--- config.mk ---
export PLATFORM = sky130hd
export DESIGN_NAME = sel_debounce_stepper_flat
export DESIGN_NICKNAME = d
export VERILOG_FILES = /design/src/rtl/sel_debounce_stepper_if.sv /design/src/rtl/sel_debounce_stepper.sv /design/src/flat_wrapper.sv
export SDC_FILE = /design/constraint.sdc
export NUM_CORES = 1
export LEC_CHECK = 0
export ABC_AREA = 1
export CAP_MARGIN = 20
export CORE_ASPECT_RATIO = 1.25
export CORE_MARGIN = 10
export CORE_UTILIZATION = 56
export CTS_CLUSTER_DIAMETER = 150
export DETAILED_ROUTE_END_ITERATION = 16
export PLACE_DENSITY = 0.84
export SETUP_SLACK_MARGIN = 0.3
export SYNTH_ARGS = -nofsm -noshare
export SYNTH_HDL_FRONTEND = slang
export SYNTH_SLANG_ARGS = --single-unit
--- constraint.sdc ---
create_clock -name clk -period 1.5 [get_ports clk]
set_input_delay 0.45 -clock clk [delete_from_list [all_inputs] [get_ports clk]]
set_output_delay 0.45 -clock clk [all_outputs]
set_load 0.01 [all_outputs]
--- src/rtl/sel_debounce_stepper_if.sv ---
// Button/select bundle between the board buttons and the select stepper.
// Ports (signals):
//   btn_next, btn_prev : raw active-high buttons (asynchronous to clk)
//   Sel                : registered select index to the 4:1 mux
//   sel_changed        : one-cycle strobe, high in the cycle Sel takes a new value
//   auto_scan          : level request for automatic cycling (only with SEL_AUTO_SCAN_EN)
// Modports: master = button/stimulus side, slave = stepper side.
interface sel_debounce_stepper_if #(
   parameter int unsigned WIDTH = 2
);
   logic             btn_next;
   logic             btn_prev;
   logic [WIDTH-1:0] Sel;
   logic             sel_changed;
`ifdef SEL_AUTO_SCAN_EN
   logic             auto_scan;

   modport master (output btn_next, output btn_prev, output auto_scan,
                   input  Sel,      input  sel_changed);
   modport slave  (input  btn_next, input  btn_prev, input  auto_scan,
                   output Sel,      output sel_changed);
`else
   modport master (output btn_next, output btn_prev,
                   input  Sel,      input  sel_changed);
   modport slave  (input  btn_next, input  btn_prev,
                   output Sel,      output sel_changed);
`endif
endinterface

--- src/rtl/sel_debounce_stepper.sv ---
// Select generator for the board's switch multiplexer: synchronises and
// debounces two raw push-buttons (next/prev) and steps a registered Sel index
// up/down with wrap-around inside 0..NUM_INPUTS-1. sel_changed pulses for one
// cycle whenever Sel takes a new value.
// Ports:
//   clk   : system clock, rising edge
//   rst_n : asynchronous active-low clear
//   bus   : sel_debounce_stepper_if.slave (btn_next, btn_prev in; Sel, sel_changed out)
// Optional feature macro SEL_AUTO_SCAN_EN: adds SCAN_CYCLES and bus.auto_scan;
// while the synchronised auto_scan is high Sel advances every SCAN_CYCLES
// cycles and button events are ignored.
module sel_debounce_stepper #(
   parameter int unsigned WIDTH           = 2,
   parameter int unsigned NUM_INPUTS      = 4,
   parameter int unsigned DEBOUNCE_CYCLES = 500000,
   parameter int unsigned CNT_WIDTH       = 20
`ifdef SEL_AUTO_SCAN_EN
   ,
   parameter int unsigned SCAN_CYCLES     = 50000000
`endif
) (
   input  logic                   clk,
   input  logic                   rst_n,
   sel_debounce_stepper_if.slave  bus
);

   localparam int unsigned NUM_BTN  = 2;
   localparam int unsigned BTN_NEXT = 0;
   localparam int unsigned BTN_PREV = 1;

   localparam logic [WIDTH-1:0]     SEL_MAX  = WIDTH'(NUM_INPUTS - 1);
   localparam logic [CNT_WIDTH-1:0] CNT_LAST = CNT_WIDTH'(DEBOUNCE_CYCLES - 1);

   typedef enum logic {
      ST_STABLE = 1'b0,
      ST_COUNT  = 1'b1
   } dbc_state_e;

   logic [NUM_BTN-1:0]   btn_raw_c;
   logic [NUM_BTN-1:0]   sync1_q;
   logic [NUM_BTN-1:0]   sync2_q;
   logic [NUM_BTN-1:0]   level_q;
   logic [NUM_BTN-1:0]   level_prev_q;
   logic [NUM_BTN-1:0]   press_c;
   dbc_state_e           state_q [NUM_BTN];
   logic [CNT_WIDTH-1:0] cnt_q   [NUM_BTN];

   logic [WIDTH-1:0]     sel_q;
   logic [WIDTH-1:0]     sel_d;
   logic                 changed_q;
   logic                 changed_d;

   // Wrap helpers; out-of-range values (NUM_INPUTS < 2**WIDTH) fold back into range.
   function automatic logic [WIDTH-1:0] sel_inc(input logic [WIDTH-1:0] s);
      return (s >= SEL_MAX) ? '0 : s + WIDTH'(1);
   endfunction

   function automatic logic [WIDTH-1:0] sel_dec(input logic [WIDTH-1:0] s);
      return ((s == '0) || (s > SEL_MAX)) ? SEL_MAX : s - WIDTH'(1);
   endfunction

   assign btn_raw_c[BTN_NEXT] = bus.btn_next;
   assign btn_raw_c[BTN_PREV] = bus.btn_prev;

   // Two-flop synchronisers, nothing between the stages.
   always_ff @(posedge clk or negedge rst_n) begin
      if (!rst_n) begin
         sync1_q <= '0;
         sync2_q <= '0;
      end else begin
         sync1_q <= btn_raw_c;
         sync2_q <= sync1_q;
      end
   end

   // Per-button debounce FSM: a level change is accepted only after the
   // synchronised input has differed for DEBOUNCE_CYCLES consecutive cycles.
   always_ff @(posedge clk or negedge rst_n) begin
      if (!rst_n) begin
         for (int b = 0; b < int'(NUM_BTN); b++) begin
            state_q[b] <= ST_STABLE;
            cnt_q[b]   <= '0;
         end
         level_q <= '0;
      end else begin
         for (int b = 0; b < int'(NUM_BTN); b++) begin
            unique case (state_q[b])
               ST_STABLE: begin
                  if (sync2_q[b] != level_q[b]) begin
                     if (DEBOUNCE_CYCLES <= 1) begin
                        level_q[b] <= ~level_q[b];
                     end else begin
                        state_q[b] <= ST_COUNT;
                        cnt_q[b]   <= CNT_WIDTH'(1);
                     end
                  end
               end
               ST_COUNT: begin
                  if (sync2_q[b] == level_q[b]) begin
                     state_q[b] <= ST_STABLE;
                     cnt_q[b]   <= '0;
                  end else if (cnt_q[b] == CNT_LAST) begin
                     // This edge is the DEBOUNCE_CYCLES-th differing cycle.
                     level_q[b] <= ~level_q[b];
                     state_q[b] <= ST_STABLE;
                     cnt_q[b]   <= '0;
                  end else begin
                     cnt_q[b] <= cnt_q[b] + CNT_WIDTH'(1);
                  end
               end
               default: begin
                  state_q[b] <= ST_STABLE;
                  cnt_q[b]   <= '0;
               end
            endcase
         end
      end
   end

   // Press = debounced rising edge; releases and held levels produce nothing.
   always_ff @(posedge clk or negedge rst_n) begin
      if (!rst_n) begin
         level_prev_q <= '0;
      end else begin
         level_prev_q <= level_q;
      end
   end

   assign press_c = level_q & ~level_prev_q;

`ifdef SEL_AUTO_SCAN_EN
   localparam int unsigned      SCAN_W    = $clog2(SCAN_CYCLES) + 1;
   localparam logic [SCAN_W-1:0] SCAN_LAST = SCAN_W'(SCAN_CYCLES - 1);

   logic              scan_sync1_q;
   logic              scan_sync2_q;
   logic [SCAN_W-1:0] scan_cnt_q;
   logic              scan_hit_c;

   // auto_scan synchroniser and period counter; counter idles at 0 while off.
   always_ff @(posedge clk or negedge rst_n) begin
      if (!rst_n) begin
         scan_sync1_q <= 1'b0;
         scan_sync2_q <= 1'b0;
         scan_cnt_q   <= '0;
      end else begin
         scan_sync1_q <= bus.auto_scan;
         scan_sync2_q <= scan_sync1_q;
         if (!scan_sync2_q || scan_hit_c) begin
            scan_cnt_q <= '0;
         end else begin
            scan_cnt_q <= scan_cnt_q + SCAN_W'(1);
         end
      end
   end

   assign scan_hit_c = scan_sync2_q && (scan_cnt_q == SCAN_LAST);
`endif

   // Next select value; simultaneous next+prev cancel out.
   always_comb begin
      sel_d     = sel_q;
      changed_d = 1'b0;
`ifdef SEL_AUTO_SCAN_EN
      if (scan_sync2_q) begin
         if (scan_hit_c) begin
            sel_d     = sel_inc(sel_q);
            changed_d = 1'b1;
         end
      end else begin
`endif
         unique case (press_c)
            2'b01: begin
               sel_d     = sel_inc(sel_q);
               changed_d = 1'b1;
            end
            2'b10: begin
               sel_d     = sel_dec(sel_q);
               changed_d = 1'b1;
            end
            default: begin
               sel_d     = sel_q;
               changed_d = 1'b0;
            end
         endcase
`ifdef SEL_AUTO_SCAN_EN
      end
`endif
   end

   always_ff @(posedge clk or negedge rst_n) begin
      if (!rst_n) begin
         sel_q     <= '0;
         changed_q <= 1'b0;
      end else begin
         sel_q     <= sel_d;
         changed_q <= changed_d;
      end
   end

   assign bus.Sel         = sel_q;
   assign bus.sel_changed = changed_q;

endmodule

--- src/flat_wrapper.sv ---
// flat-port wrapper written by rule: the top's interface ports become plain ports
module sel_debounce_stepper_flat 
#(
   parameter int unsigned WIDTH           = 2,
   parameter int unsigned NUM_INPUTS      = 4,
   parameter int unsigned DEBOUNCE_CYCLES = 500000,
   parameter int unsigned CNT_WIDTH       = 20

)
  (clk, rst_n, bus_btn_next, bus_btn_prev, bus_Sel, bus_sel_changed);
  sel_debounce_stepper_if #(.WIDTH(WIDTH)) bus_i ();
  input  logic clk;
  input  logic rst_n;
  input wire logic [$bits(bus_i.btn_next)-1:0] bus_btn_next;
  input wire logic [$bits(bus_i.btn_prev)-1:0] bus_btn_prev;
  output wire logic [$bits(bus_i.Sel)-1:0] bus_Sel;
  output wire logic [$bits(bus_i.sel_changed)-1:0] bus_sel_changed;
  assign bus_i.btn_next = bus_btn_next;
  assign bus_i.btn_prev = bus_btn_prev;
  assign bus_Sel = bus_i.Sel;
  assign bus_sel_changed = bus_i.sel_changed;
  sel_debounce_stepper #(.WIDTH(WIDTH), .NUM_INPUTS(NUM_INPUTS), .DEBOUNCE_CYCLES(DEBOUNCE_CYCLES), .CNT_WIDTH(CNT_WIDTH)) u_core (.clk(clk), .rst_n(rst_n), .bus(bus_i));
endmodule
==> flow_summary.yaml <==
clock_network:
  clk_path_buf_depth: 2
  clock-sinks: 53
  cts_hold_buf: 0
  cts_inserted_buffers: 5
  clock_latency_ps: 340
  clk_pin_slew_worst_paths_ps: 120
  cts_tree: "done"
  cts-root-buf: "clkbuf_8"
  htree_levels: 2
floorplanning:
  ioPinCount: 7
  rows: 30
  initial_core_util_pct: 58.54
  dieArea_um2: 9175
  die_w_um: 87.70
  die_h_um: 104.6
  core_um2: 5480
sta:
  layout_min_cycle_time_ps: 1688
  slew_headroom_pct: 68.16
  timing.fmax_ghz: 0.5924
  tns_ps: -2605
  fin_hold_ws_ps: 89.45
  tightest_slew_ps: 477.6
  finalCritPeriodShare_pct: 112.5
  rsz0062_at_grt: "yes"
  timing.final.ws_setup_ps: -188.0
  report.final.slew_viol_count: 0
  setup_viol: 33
  final.setup_skew_ps: 22.96
  hold_viol: 0
global_route:
  grt_pass1_wl_um: 14650
  antenna_found_initial: 0
  gr-usage-all-layers_pct: 19.12
  grt_pass1_vias: 3243
  overflow: 0
  grt_max_degree: 54
synthesis:
  syn_area_um2: 3208
  synth_warnings: 0
  synth_area_leaders: "dfrtp_1 (41%), nand2_1 (18%), inv_1 (6.8%)"
  syn-num-nets: 455
  ys_ff_latch: 53
  ys.flop_type: "dfrtp_1"
  syn_area_per_cell_um2: 7.193
  synthCells: 446
  synthDistinctLibCells: 24
  yosys.area.top_type: "dfrtp_1"
  synth_common_cells: "nand2_1 (155), inv_1 (58), dfrtp_1 (53)"
  synth.yosys.seq_area_share_pct: 41.34
  yosysTopAreaCellShare_pct: 41.34
  synth_edf_count: 0
  async_flop_share_pct: 100.0
  yosys.cell_count.top_type: "nand2_1"
cells_and_area:
  multi_input_area_um2: 1974
  num-nets-final: 517
  fin_area_um2: 4254
  drive_gt1_share_pct: 35.56
  syn_to_final_growth_pct: 32.61
  fillers: 302
  final_util_pct: 77.63
  fin_cells: 573
  antenna_cells: 0
  ff_latch_area_um2: 1328
job:
  drv_cap: 0
worst_setup_path:
  critical-path-top-delay-family: "simple AND/OR/NAND/NOR gates"
  slowest_stage: "dfrtp_1"
  critical_path_class: "register to register"
  path_max_fanout: 8
  crit_required_ps: 1710
  crit_chain: "inv_1, nand2_1, nor2_2, nand3_2, nor2_4, nor2_4, buf_8, nand2_2, o21ai_1"
  start_kind: "register"
  critPathMostFrequentCell: "nor2_4"
  critPathBufInv: 2
  end_kind: "register"
  slowest_delay_ps: 450
  cp.arrival_ps: 1900
detailed_routing:
  wl_um: 11170
  firstDrtPassIters: 8
  postRouteAntennaNets: 0
  vias_per_cell: 6.234
  first_iter_violations: 598
  drt-wirelength-per-cell_um: 19.49
  dr_total_vias: 3572
  drc: 0
place:
  port-buffer-count: 6
  hpwlAfterDp_um: 5392
  dp.cells: 530
  placed_cell_area_um2: 3505
  place.gp.congestion: 0.9102
run_status:
  violations: "negative setup slack"
  outcome: "finished with violations"
power:
  peakVddDrop_uv: 758.0
  total_leakage_power_nw: 2.021
  powerDensity_nw_per_um2: 642.9
min_path:
  min_path_type: "primary input to asynchronous set/reset pin"
[path summary, 6_finish.rpt]
check | start | to | slack [ps] | cells after the start
min in group clk | u_core.sync1_q[1]$_DFF_PN0_ | u_core.sync2_q[1]$_DFF_PN0_ | 370 | 0
worst max-delay path | u_core.cnt_q[5]$_DFFE_PN0P_ | u_core.cnt_q[5]$_DFFE_PN0P_ | -190 | 9
worst max register to register | u_core.cnt_q[5]$_DFFE_PN0P_ | u_core.cnt_q[5]$_DFFE_PN0P_ | -190 | 9
worst min-delay path | rst_n | u_core.cnt_q[6]$_DFFE_PN0P_ | 90 | 2
max in group asynchronous | rst_n | u_core.cnt_q[25]$_DFFE_PN0P_ | 1150 | 2
worst min register to register | u_core.sync1_q[1]$_DFF_PN0_ | u_core.sync2_q[1]$_DFF_PN0_ | 370 | 0
[per-layer routing]
layer	track usage, %	part of all wire (%)	wire length [um]	vias up
met3	3.652	7.5	839	119
met5	0	0	0	-
met1	20.53	33	3689	1656
met2	33.92	51	5690	267
li1	-	-	-	1530
met4	9.703	8.5	946	0
[cells by family (layout without fill, tap and decap cells)]
logic type	Yosys count	in the layout	share of synthesized area, %
and+or+nand+nor	280	280	40.09
buffers and inverters	65	128	8.346
DFF	53	53	41.34
AOI/OAI and AO/OA	32	32	5.265
xor gates and xnor gates	11	11	3.003
adders and majority gates	5	5	1.950
[cells in the final DEF (no fill, tap or decap), types with 2 or more instances in the layout]
cell type        instances
a21oi_2                  2
buf_4                   40
buf_6                   16
clkbuf_8                 5
clkdlybuf4s50_1          2
dfrtp_1                 52
ha_4                     3
inv_1                   43
inv_2                   11
inv_4                    5
nand2_1                131
nand2_2                 21
nand2_4                  8
nand3_1                 26
nand3_2                 25
nand3_4                  2
nand4_1                 11
nor2_1                  28
nor2_2                  10
nor2_4                  13
nor3_1                   2
o21ai_0                 10
o21ai_1                 11
o21ai_2                  6
o21bai_1                 2
or2_4                    2
xor2_1                   9
[registers in the layout (all words and copies together), names as in the netlist]
register,cells
u_core.sync1_q,2
u_core.bus.sel_changed,1
u_core.level_q,2
u_core.sync2_q,2
u_core.cnt_q,40
u_core.level_prev_q,2
u_core.bus.Sel,2
u_core.state_q,2
[through the flow]
step | total power, mW | worst slack, ps
final | 2.735 | -188.0
after floorplan | 1.600 | 119.1
after global placement | 1.670 | -30.83
after CTS | 2.624 | 26.99
after detailed placement | 1.681 | -49.05
after global routing | 2.813 | -255.8
[timing repair]
item / in CTS / in global routing
setup buffers: 21 / 13
resized for setup: 58 / 79
pin swaps: 14 / 20
gates cloned: 1 / 0
endpoints found under the setup margin: 45 / 49
[where the power goes]
part | switching (mW) | internal [mW]
combinational | 0.179 | 0.145
clock | 0.569 | 0.351
sequential | 0.0378 | 1.45
total | 0.785 | 1.95
[cell type report]
| type | instances | area share, % |
|---|---|---|
| clock buffers | 5 | 1.618 |
| repair buffers | 61 | 12.71 |
| inverters | 59 | 5.500 |
| flip-flops and latches | 53 | 31.21 |
| clock inverters | 3 | 0.6765 |
| well taps | 64 | 1.882 |
| multi-input cells | 328 | 46.41 |
Power figures use the tool's default switching activity.
